==> src/rtl/bt656_pkg.sv <==
// Shared constants, TRS state encoding and XY protection helper for the BT.656 receiver.
package bt656_pkg;

  localparam logic [7:0] PRE_FF = 8'hFF;
  localparam logic [7:0] PRE_00 = 8'h00;

  localparam int XY_ONE = 7;
  localparam int XY_F   = 6;
  localparam int XY_V   = 5;
  localparam int XY_H   = 4;

  typedef enum logic [2:0] {
    BLANK  = 3'd0,
    ACTIVE = 3'd1,
    P_FF   = 3'd2,
    P_00   = 3'd3,
    P_0000 = 3'd4
  } trs_state_t;

  function automatic logic [3:0] xy_prot(input logic f, input logic v, input logic h);
    return {v ^ h, f ^ h, f ^ v, f ^ v ^ h};
  endfunction

endpackage

==> src/rtl/bt656_trs_detect.sv <==
// Preamble tracker and XY decoder: flags valid/invalid codes, aborted preambles,
// and whether the current preamble interrupted an active line.
module bt656_trs_detect
  import bt656_pkg::*;
(
  input  logic       clock,
  input  logic       reset_n,
  input  logic [7:0] bt_data,
  output logic       video_byte,
  output logic       code_valid,
  output logic       code_err,
  output logic       abort,
  output logic       line_open,
  output logic       f,
  output logic       v,
  output logic       h
);

  trs_state_t state_reg, state_next;
  logic       line_open_reg, line_open_next;
  logic       xy_ok;

  assign xy_ok = bt_data[XY_ONE] &&
                 (bt_data[3:0] == xy_prot(bt_data[XY_F], bt_data[XY_V], bt_data[XY_H]));

  always_ff @(posedge clock or negedge reset_n) begin
    if (!reset_n) begin
      state_reg     <= BLANK;
      line_open_reg <= 1'b0;
    end else begin
      state_reg     <= state_next;
      line_open_reg <= line_open_next;
    end
  end

  always_comb begin
    state_next     = state_reg;
    line_open_next = line_open_reg;
    case (state_reg)
      BLANK, ACTIVE: begin
        if (bt_data == PRE_FF) begin
          state_next     = P_FF;
          line_open_next = (state_reg == ACTIVE);
        end
      end
      P_FF: begin
        if (bt_data == PRE_00)      state_next = P_00;
        else if (bt_data != PRE_FF) state_next = BLANK;
      end
      P_00: begin
        if (bt_data == PRE_00)      state_next = P_0000;
        else if (bt_data == PRE_FF) state_next = P_FF;
        else                        state_next = BLANK;
      end
      P_0000: begin
        // Only a clean SAV for an active line re-enters ACTIVE.
        if (xy_ok && !bt_data[XY_H] && !bt_data[XY_V]) state_next = ACTIVE;
        else                                            state_next = BLANK;
      end
      default: state_next = BLANK;
    endcase
  end

  always_comb begin
    video_byte = (state_reg == ACTIVE) && (bt_data != PRE_FF);
    code_valid = (state_reg == P_0000) && xy_ok;
    code_err   = (state_reg == P_0000) && !xy_ok;
    abort      = ((state_reg == P_FF) || (state_reg == P_00)) &&
                 (bt_data != PRE_00) && (bt_data != PRE_FF);
    line_open  = line_open_reg;
    f          = bt_data[XY_F];
    v          = bt_data[XY_V];
    h          = bt_data[XY_H];
  end

endmodule

==> src/rtl/bt656_decoder.sv <==
// BT.656 receiver: turns the 4:2:2 byte stream into {C,Y} Avalon-ST pixels framed per field,
// with lock tracking and saturating error accounting.
module bt656_decoder
  import bt656_pkg::*;
#(
  parameter int ACTIVE_PIXELS = 720,
  parameter int ACTIVE_LINES  = 288,
  parameter int LOCK_COUNT    = 4
) (
  input  logic        clock,
  input  logic        reset_n,
  input  logic [7:0]  bt_data,
  output logic [15:0] av_data,
  output logic        av_valid,
  output logic        av_sop,
  output logic        av_eop,
  output logic        field,
  output logic        vblank,
  output logic        locked,
  output logic        prot_err,
  output logic        sync_err,
  output logic        len_err,
  output logic [15:0] err_count
);

  localparam int PW = $clog2(2 * ACTIVE_PIXELS + 2);
  localparam int LW = $clog2(ACTIVE_LINES + 2);
  localparam int KW = $clog2(LOCK_COUNT + 1);

  localparam logic [PW-1:0] LINE_BYTES = PW'(2 * ACTIVE_PIXELS);
  localparam logic [PW-1:0] BYTE_SAT   = PW'(2 * ACTIVE_PIXELS + 1);
  localparam logic [PW-2:0] NUM_PIX    = (PW-1)'(ACTIVE_PIXELS);
  localparam logic [PW-2:0] LAST_PIX   = (PW-1)'(ACTIVE_PIXELS - 1);
  localparam logic [LW-1:0] NUM_LINES  = LW'(ACTIVE_LINES);
  localparam logic [LW-1:0] LAST_LINE  = LW'(ACTIVE_LINES - 1);
  localparam logic [LW-1:0] LINE_SAT   = LW'(ACTIVE_LINES + 1);
  localparam logic [KW-1:0] LOCK_MAX   = KW'(LOCK_COUNT);

  logic video_byte, code_valid, code_err, abort, line_open, xy_f, xy_v, xy_h;

  bt656_trs_detect u_trs (
    .clock      (clock),
    .reset_n    (reset_n),
    .bt_data    (bt_data),
    .video_byte (video_byte),
    .code_valid (code_valid),
    .code_err   (code_err),
    .abort      (abort),
    .line_open  (line_open),
    .f          (xy_f),
    .v          (xy_v),
    .h          (xy_h)
  );

  logic          field_reg, field_next, vblank_reg, vblank_next;
  logic [KW-1:0] lock_cnt_reg, lock_cnt_next;
  logic          locked_reg, locked_next;
  logic          line_emit_reg, line_emit_next;
  logic [PW-1:0] byte_cnt_reg, byte_cnt_next;
  logic [7:0]    chroma_reg, chroma_next;
  logic [LW-1:0] line_cnt_reg, line_cnt_next, line_inc;
  logic [15:0]   av_data_reg, av_data_next;
  logic          av_valid_reg, av_valid_next, av_sop_reg, av_sop_next, av_eop_reg, av_eop_next;
  logic          prot_err_reg, prot_err_next, sync_err_reg, sync_err_next, len_err_reg, len_err_next;
  logic [15:0]   err_count_reg, err_count_next;
  logic [16:0]   err_sum;

  logic          sav, eav, v_edge, line_full, line_short, sync_hit;
  logic [PW-2:0] pix;

  assign sav        = code_valid && !xy_h;
  assign eav        = code_valid && xy_h;
  assign v_edge     = code_valid && xy_v && !vblank_reg;
  assign line_full  = eav && line_open && (byte_cnt_reg == LINE_BYTES);
  assign line_short = eav && line_open && (byte_cnt_reg != LINE_BYTES);
  assign sync_hit   = abort && line_open;
  assign pix        = byte_cnt_reg[PW-1:1];

  // Only full-length lines advance the line index, so a short line also suppresses EOP.
  assign line_inc = (line_full && line_cnt_reg != LINE_SAT) ? line_cnt_reg + LW'(1) : line_cnt_reg;

  always_comb begin
    field_next     = field_reg;
    vblank_next    = vblank_reg;
    lock_cnt_next  = lock_cnt_reg;
    line_emit_next = line_emit_reg;
    byte_cnt_next  = byte_cnt_reg;
    chroma_next    = chroma_reg;
    line_cnt_next  = line_inc;
    av_data_next   = av_data_reg;
    av_valid_next  = 1'b0;
    av_sop_next    = 1'b0;
    av_eop_next    = 1'b0;
    prot_err_next  = code_err;
    sync_err_next  = sync_hit;
    len_err_next   = line_short;

    if (code_valid) begin
      field_next  = xy_f;
      vblank_next = xy_v;
    end

    if (code_err || sync_hit)
      lock_cnt_next = '0;
    else if (code_valid && lock_cnt_reg != LOCK_MAX)
      lock_cnt_next = lock_cnt_reg + KW'(1);
    locked_next = (lock_cnt_next == LOCK_MAX);

    if (v_edge) begin
      line_cnt_next = '0;
      if (line_inc != '0 && line_inc != NUM_LINES) len_err_next = 1'b1;
    end

    if (sav) begin
      byte_cnt_next  = '0;
      line_emit_next = !xy_v && locked_next;
    end else if (video_byte) begin
      if (byte_cnt_reg != BYTE_SAT) byte_cnt_next = byte_cnt_reg + PW'(1);
      if (!byte_cnt_reg[0]) begin
        chroma_next = bt_data;
      end else if (line_emit_reg && pix < NUM_PIX) begin
        av_valid_next = 1'b1;
        av_data_next  = {chroma_reg, bt_data};
        av_sop_next   = (pix == '0) && (line_cnt_reg == '0);
        av_eop_next   = (pix == LAST_PIX) && (line_cnt_reg == LAST_LINE);
      end
    end

    err_sum = {1'b0, err_count_reg} + 17'(prot_err_next) + 17'(sync_err_next) + 17'(len_err_next);
    err_count_next = err_sum[16] ? 16'hFFFF : err_sum[15:0];
  end

  always_ff @(posedge clock or negedge reset_n) begin
    if (!reset_n) begin
      field_reg     <= 1'b0;
      vblank_reg    <= 1'b0;
      lock_cnt_reg  <= '0;
      locked_reg    <= 1'b0;
      line_emit_reg <= 1'b0;
      byte_cnt_reg  <= '0;
      chroma_reg    <= '0;
      line_cnt_reg  <= '0;
      av_data_reg   <= '0;
      av_valid_reg  <= 1'b0;
      av_sop_reg    <= 1'b0;
      av_eop_reg    <= 1'b0;
      prot_err_reg  <= 1'b0;
      sync_err_reg  <= 1'b0;
      len_err_reg   <= 1'b0;
      err_count_reg <= '0;
    end else begin
      field_reg     <= field_next;
      vblank_reg    <= vblank_next;
      lock_cnt_reg  <= lock_cnt_next;
      locked_reg    <= locked_next;
      line_emit_reg <= line_emit_next;
      byte_cnt_reg  <= byte_cnt_next;
      chroma_reg    <= chroma_next;
      line_cnt_reg  <= line_cnt_next;
      av_data_reg   <= av_data_next;
      av_valid_reg  <= av_valid_next;
      av_sop_reg    <= av_sop_next;
      av_eop_reg    <= av_eop_next;
      prot_err_reg  <= prot_err_next;
      sync_err_reg  <= sync_err_next;
      len_err_reg   <= len_err_next;
      err_count_reg <= err_count_next;
    end
  end

  assign av_data   = av_data_reg;
  assign av_valid  = av_valid_reg;
  assign av_sop    = av_sop_reg;
  assign av_eop    = av_eop_reg;
  assign field     = field_reg;
  assign vblank    = vblank_reg;
  assign locked    = locked_reg;
  assign prot_err  = prot_err_reg;
  assign sync_err  = sync_err_reg;
  assign len_err   = len_err_reg;
  assign err_count = err_count_reg;

endmodule

==> config.mk <==
export PLATFORM = sky130hd
export DESIGN_NAME = bt656_decoder
export DESIGN_NICKNAME = d
export VERILOG_FILES = /design/src/rtl/bt656_pkg.sv /design/src/rtl/bt656_trs_detect.sv /design/src/rtl/bt656_decoder.sv
export SDC_FILE = /design/constraint.sdc
export NUM_CORES = 1
export LEC_CHECK = 0
export BUFFER_PORTS_ARGS = -buffer_cell sky130_fd_sc_hd__clkbuf_2
export CAP_MARGIN = 20
export CORE_ASPECT_RATIO = 0.9
export CORE_MARGIN = 2
export CORE_UTILIZATION = 55
export CTS_BUF_LIST = sky130_fd_sc_hd__clkbuf_16
export DETAILED_ROUTE_END_ITERATION = 10
export PLACE_DENSITY = 0.81
export SYNTH_ARGS = -nofsm -noshare
export SYNTH_HDL_FRONTEND = slang
export SYNTH_SLANG_ARGS = --single-unit
==> constraint.sdc <==
create_clock -name clock -period 4.9 [get_ports clock]
set_input_delay 1.225 -clock clock [delete_from_list [all_inputs] [get_ports clock]]
set_output_delay 1.225 -clock clock [all_outputs]
set_load 0.02 [all_outputs]
# [Yosys cells after proc, flatten, opt, wreduce, memory -nomap -nowiden]
# Cells that the tools add are included.
[op_classes] addsub=6 order_cmp=1 eq_ne=18 muxes=29 n_bitwise=6 reduce_logical=43
[op_table] op="$add A17 B1 Y17" n=2
[op_table] op="$mux W11" n=3
[op_table] op="$logic_and A1 B1 Y1" n=23
[op_table] op="$ne A11 B11 Y1 const B" n=2
[op_table] op="$mux W3" n=6
[op_table] op="$mux W9" n=2
[op_table] op="$ne A9 B9 Y1 const B" n=2
[op_table] op="$add A16 B1 Y17" n=1
[op_table] op="$mux W16" n=1
[op_table] op="$mux W1" n=15
[op_table] op="$pmux W3 S4" n=1
[op_table] op="$add A11 B1 Y11 const B" n=1
[op_table] op="$eq A11 B11 Y1 const B" n=1
[op_table] op="$eq A10 B10 Y1 const B" n=1
[op_table] op="$logic_not A10 Y1" n=1
[op_table] op="$lt A10 B10 Y1 const B" n=1
[op_table] op="$add A9 B1 Y9 const B" n=1
[op_table] op="$eq A9 B9 Y1 const B" n=1
[op_table] op="$logic_not A9 Y1" n=1
[op_table] op="$reduce_bool A9 Y1" n=1
[op_table] op="$eq A8 B8 Y1 const B" n=1
[op_table] op="$logic_not A8 Y1" n=1
[op_table] op="$ne A8 B8 Y1 const B" n=1
[op_table] op="$reduce_bool A8 Y1" n=1
[op_table] op="other kinds (19)" n=32
[totals] reg_bits=77 input_bits=10 output_inout_bits=41 elab_cells=121

# [Logic depth before layout (Yosys ltp)]
[logic_depth] ltp_word=16 mapped_depth=20 mapped_depth_nobuf=18

# [Modules after synthesis]
# Synthesis repeated with hierarchy kept, for this count alone.
[unflattened] hier_cells=417 hier_area_um2=4020.1
[by_module_without_submodules] module="bt656_decoder" instances=1 cells_per_inst=371 area_each_um2=3621.0 seq_area_each_um2=1826.8
[by_module_without_submodules] module="bt656_trs_detect" instances=1 cells_per_inst=46 area_each_um2=399.1 seq_area_each_um2=100.1

# [Least setup slack after synthesis]
# OpenSTA, ideal clock, no wires.
[synth_timing] kind="in2reg" start="in bt_data[5]" end="reg err_count_reg[10], in the netlist err_count[10]" setup_ps=134 t_arrival_ps=5119 t_required_ps=4766 slack_ps=-352 cell_stages=18 path_buffers=2 path_cell_list="buf_6 nand2b_1 o22a_1 mux4_2 nor3_4 nor3b_4 nor2_1 a41oi_1 fa_1 ha_1 fa_1 and3_1 nand3_1 nor2_1 nand3_1 or2_2 clkbuf_1 nand2_1"
[synth_between] elab_chain_len=16 elab_cells_between_ends=30 cone_classes="add/sub (3); eq/ne (3); mux (4); bitwise (3); reduce/logical (17)"
[synth_lines] element="start: declaration" line_no="bt656_decoder.sv:12" text="input logic [7:0] bt_data,"
[synth_lines] element="$xor A1 B1 Y1 (2 in series)" line_no="bt656_pkg.sv:21" text="return {v ^ h, f ^ h, f ^ v, f ^ v ^ h};"
[synth_lines] element="$eq A4 B4 Y1" line_no="bt656_trs_detect.sv:24" text="(bt_data[3:0] == xy_prot(bt_data[XY_F], bt_data[XY_V], bt_data[XY_H]));"
[synth_lines] element="$logic_and A1 B1 Y1" line_no="bt656_trs_detect.sv:23" text="assign xy_ok = bt_data[XY_ONE] &&"
[synth_lines] element="$logic_and A1 B1 Y1" line_no="bt656_trs_detect.sv:66" text="code_valid = (state_reg == P_0000) && xy_ok;"
[synth_lines] element="$logic_and A1 B1 Y1" line_no="bt656_decoder.sv:72" text="assign eav = code_valid && xy_h;"
[synth_lines] element="$logic_and A1 B1 Y1" line_no="bt656_decoder.sv:74, bt656_decoder.sv:75"
[synth_lines] element="$logic_and A1 B1 Y1" line_no="bt656_decoder.sv:74" text="assign line_full = eav && line_open && (byte_cnt_reg == LINE_BYTES);"
[synth_lines] element="$logic_and A1 B1 Y1" line_no="bt656_decoder.sv:80" text="assign line_inc = (line_full && line_cnt_reg != LINE_SAT) ? line_cnt_reg + LW'(1) : line_cnt_reg;"
[synth_lines] element="$mux W9" line_no="bt656_decoder.sv:80"
[synth_lines] element="$ne A9 B9 Y1 or $reduce_bool A9 Y1 (tied branches)" line_no="bt656_decoder.sv:111" text="if (line_inc != '0 && line_inc != NUM_LINES) len_err_next = 1'b1;"
[synth_lines] element="$logic_and A1 B1 Y1" line_no="bt656_decoder.sv:111"
[synth_lines] element="$mux W1" line_no="bt656_decoder.sv:111"
[synth_lines] element="$mux W1 *" line_no="bt656_decoder.sv:109" text="if (v_edge) begin"
[synth_lines] element="net len_err_next" line_no="bt656_decoder.sv:64" text="logic prot_err_reg, prot_err_next, sync_err_reg, sync_err_next, len_err_reg, len_err_next;"
[synth_lines] element="$add A17 B1 Y17 *" line_no="bt656_decoder.sv:129" text="err_sum = {1'b0, err_count_reg} + 17'(prot_err_next) + 17'(sync_err_next) + 17'(len_err_next);"
[synth_lines] element="$mux W16 *" line_no="bt656_decoder.sv:130" text="err_count_next = err_sum[16] ? 16'hFFFF : err_sum[15:0];"
[synth_lines] element="net err_count_next[10]" line_no="bt656_decoder.sv:65" text="logic [15:0] err_count_reg, err_count_next;"
[synth_lines] element="end signal: assignment" line_no="bt656_decoder.sv:167" text="err_count_reg <= err_count_next;"
[synth_lines] element="end: declaration" line_no="bt656_decoder.sv:65"
# Mark *: on every way through the listed nets, which the timed path passes. The rest lies on a longest branch.
# A chain may end at the register's enable or synchronous reset.

# [Final worst setup path]
[layout_timing] start="in bt_data[5]" end="reg err_count_reg[1], in the netlist err_count[1]"
# Same word-level chain as after synthesis.

==> results_dict.tcl <==
set metrics [dict create \
    ir_drop_mv 0.2588 \
    synth_commonest_cells "nand2_1, dfrtp_1, nor2_1, nand3_1" \
    syn_nets 425 \
    routed_wl_mm 9.360 \
    via_per_inst 5.586 \
    fin_crit_ps 4822 \
    dp.cells 562 \
    min_from "chroma_reg[3]" \
    switchingPower_uw 335.5 \
    synth_top_area_share_pct 48.37 \
    switching_share_pct 21.07 \
    maxCapViolations 0 \
    status "completed" \
    drt_iter0_drc 205 \
    syn_area_sq_um 3984 \
    cts_num_sinks 77 \
    slew_headroom_pct 38.74 \
    clock_path_buffers 2 \
    ys_ff_latch 77 \
    worstReg2RegEnd "err_count[1]" \
    r2r_cells 17 \
    cp.required_ps 5170 \
    num-fill-cells 502 \
    power_uw 1592 \
    drc 0 \
    async_flop_share_pct 100.0 \
    finalSetupViolations 0 \
    fmax_mhz 207.4 \
    hold_viol 0 \
    p_leak_uw 0.002534 \
    cts_root_buffer "clkbuf_16" \
    yosysTopAreaCell "dfrtp_1" \
    clk_latency_ps 330 \
    power_density_nw_per_um2 316.8 \
    core_sq_um 7039 \
    hold_class "reg2reg" \
    worstSetupEndpointType "flip-flop" \
    synthCells 401 \
    start_kind "input port" \
    reg2reg_from "byte_cnt_reg[3]" \
    crit_path_end "err_count[1]" \
    p_int_uw 1257 \
    fin_util_pct 71.38 \
    cp.arrival_ps 5090 \
    ant_nets 0 \
    worstSetupStartpoint "bt_data[5]" \
    cts_inserted_buffers 9 \
    fin_skew_ps 5.530 \
    area_growth_pct 26.13 \
    synth-main-ff-cell "dfrtp_1" \
    syn_avg_cell_area_sq_um 9.935 \
    p_clk_share_pct 50.5 \
    power_frac_seq_pct 43.0 \
    synthMostInstantiatedCell "nand2_1" \
    pwr-share-comb_pct 6.6 \
    grt_max_degree 78 \
    grt_pass1_wl_mm 15.44 \
    io_pins 51 \
    synth.distinct_cells 55 \
    cts.clk_slew.worst_paths_ps 50 \
    crit_type "in2reg" \
    die_area_sq_um 7941 \
    fin_nets 511 \
    finalCritPeriodShare_pct 98.41 \
    dr_total_vias 3268 \
    drive_gt1_share_pct 28.66 \
    stdcell_count 585 \
    start_util_pct 56.59 \
    tritoncts "yes" \
    rrSetupSlack_ps 430 \
    worst_slew_pin_slew_ps 918.9 \
    grt_pass1_vias 3241 \
    synth_edf_count 0 \
    num_rows 29 \
    antenna_found_initial 0 \
    cts-htree-levels 3 \
    path_max_fanout 7 \
    portBuffers 50 \
    grt_overflow 0 \
    drtPass1Iterations 4 \
    yosys_warnings 0 \
    final_max_slew_viol_count 0 \
    die_y_microns 84.74 \
    antenna_cells 0 \
    seq_area_frac_synth_pct 48.37 \
    hpwl_mm 6.287 \
    avgRoutedWirePerCell_microns 16.00 \
    gp_congestion 0.8844 \
    ys_top_cells_by_area "dfrtp_1, nand2_1, nor2_1" \
    die_x_microns 93.71 \
    grt_usage_pct 24.66 \
]
==> worst max-delay path, cell delays in order <==
cell and delay, ps:
clkbuf_2 140, nand2b_4 150, o22a_1 150, mux4_2 520, and4bb_2 390, buf_4 140, nand2_1 80, o21ai_1 200
a41oi_2 180, fa_1 580, ha_2 190, fa_2 200, and3_4 220, nand3_4 90, nor2_4 140, nand3_2 110
or2_4 310, nand2b_1 80
==> how the worst min path moves through the flow <==
stage,endpoint,depth (start not counted)
after floorplan,av_data[10],2
after global placement,av_data[10],2
after detailed placement,av_data[11],2
after CTS,av_data[11],2
after global routing,av_data[9],2
final,av_data[11],2
==> power by group through the flow <==
| stage | sequential (uW) | combinational (uW) | clock [uW] |
|---|---|---|---|
| detailed placement | 693 | 99.0 | 0 |
| global placement | 691 | 94.1 | 0 |
| CTS | 682 | 100 | 812 |
| floorplan | 690 | 57.1 | 0 |
| global route | 686 | 119 | 842 |
| finish | 684 | 104 | 804 |
==> final cells by class <==
type	count	area [sq um]	area share [%]
inverter	16	60.06	1.195
clock inverter	7	137.6	2.739
multi-input combinational	297	2027	40.34
clock buffer	9	225.2	4.482
sequential	77	1927	38.35
tap	93	116.4	2.316
timing repair buffer	86	531.8	10.58
==> layer usage <==
| metal | vias up | track usage (%) | routed length [microns] |
|---|---|---|---|
| met5 | - | 0 | 0 |
| li1 | 1543 | - | - |
| met2 | 76 | 39.48 | 4698 |
| met3 | 11 | 6.284 | 439 |
| met1 | 1638 | 33.06 | 4102 |
| met4 | 0 | 7.905 | 120 |
==> cells by family after synthesis <==
logic type / count (synthesis) / share of synthesized area, %
flops: 77 / 48.37
mux: 17 / 4.931
compound gates: 30 / 5.999
xor+xnor: 32 / 7.035
fa+ha+maj: 14 / 4.774
buf+inv: 28 / 3.266
simple gates: 203 / 25.63
==> placed cells by master, fill, tap and decap left out, types with 7 or more instances in the layout <==
cell type	netlist	layout
inv_1	15	15
nand3_1	17	15
dfrtp_1	77	77
mux2_2	11	11
nor2_1	44	43
clkbuf_16	0	9
o21ai_0	7	7
xor2_1	16	15
clkbuf_2	0	47
buf_4	0	38
ha_1	12	11
nand2_1	81	81
nand4_1	9	9
nor4_1	8	7
xnor2_1	16	16
==> timing repair <==
item | in CTS | in global routing
hold buffers | 0 | 0
setup buffers | 0 | 6
gates resized for setup | 0 | 18
setup endpoints to repair | 0 | 16
==> stage by stage <==
stage                     instance area [sq um]  hold WS (ps)  worst slack (ps)  TNS [ps]
after floorplan                            4034         433.1            -101.2     -1010
after global placement                     4543         443.7            -176.7     -2460
after detailed placement                   4543         454.5            -268.5     -3802
after CTS                                  4906         466.1             33.72         0
after global routing                       5025         490.9            -129.4     -1639
final                                      5025         464.3             78.01         0
Note: power is estimated with default switching activity, not from simulation.
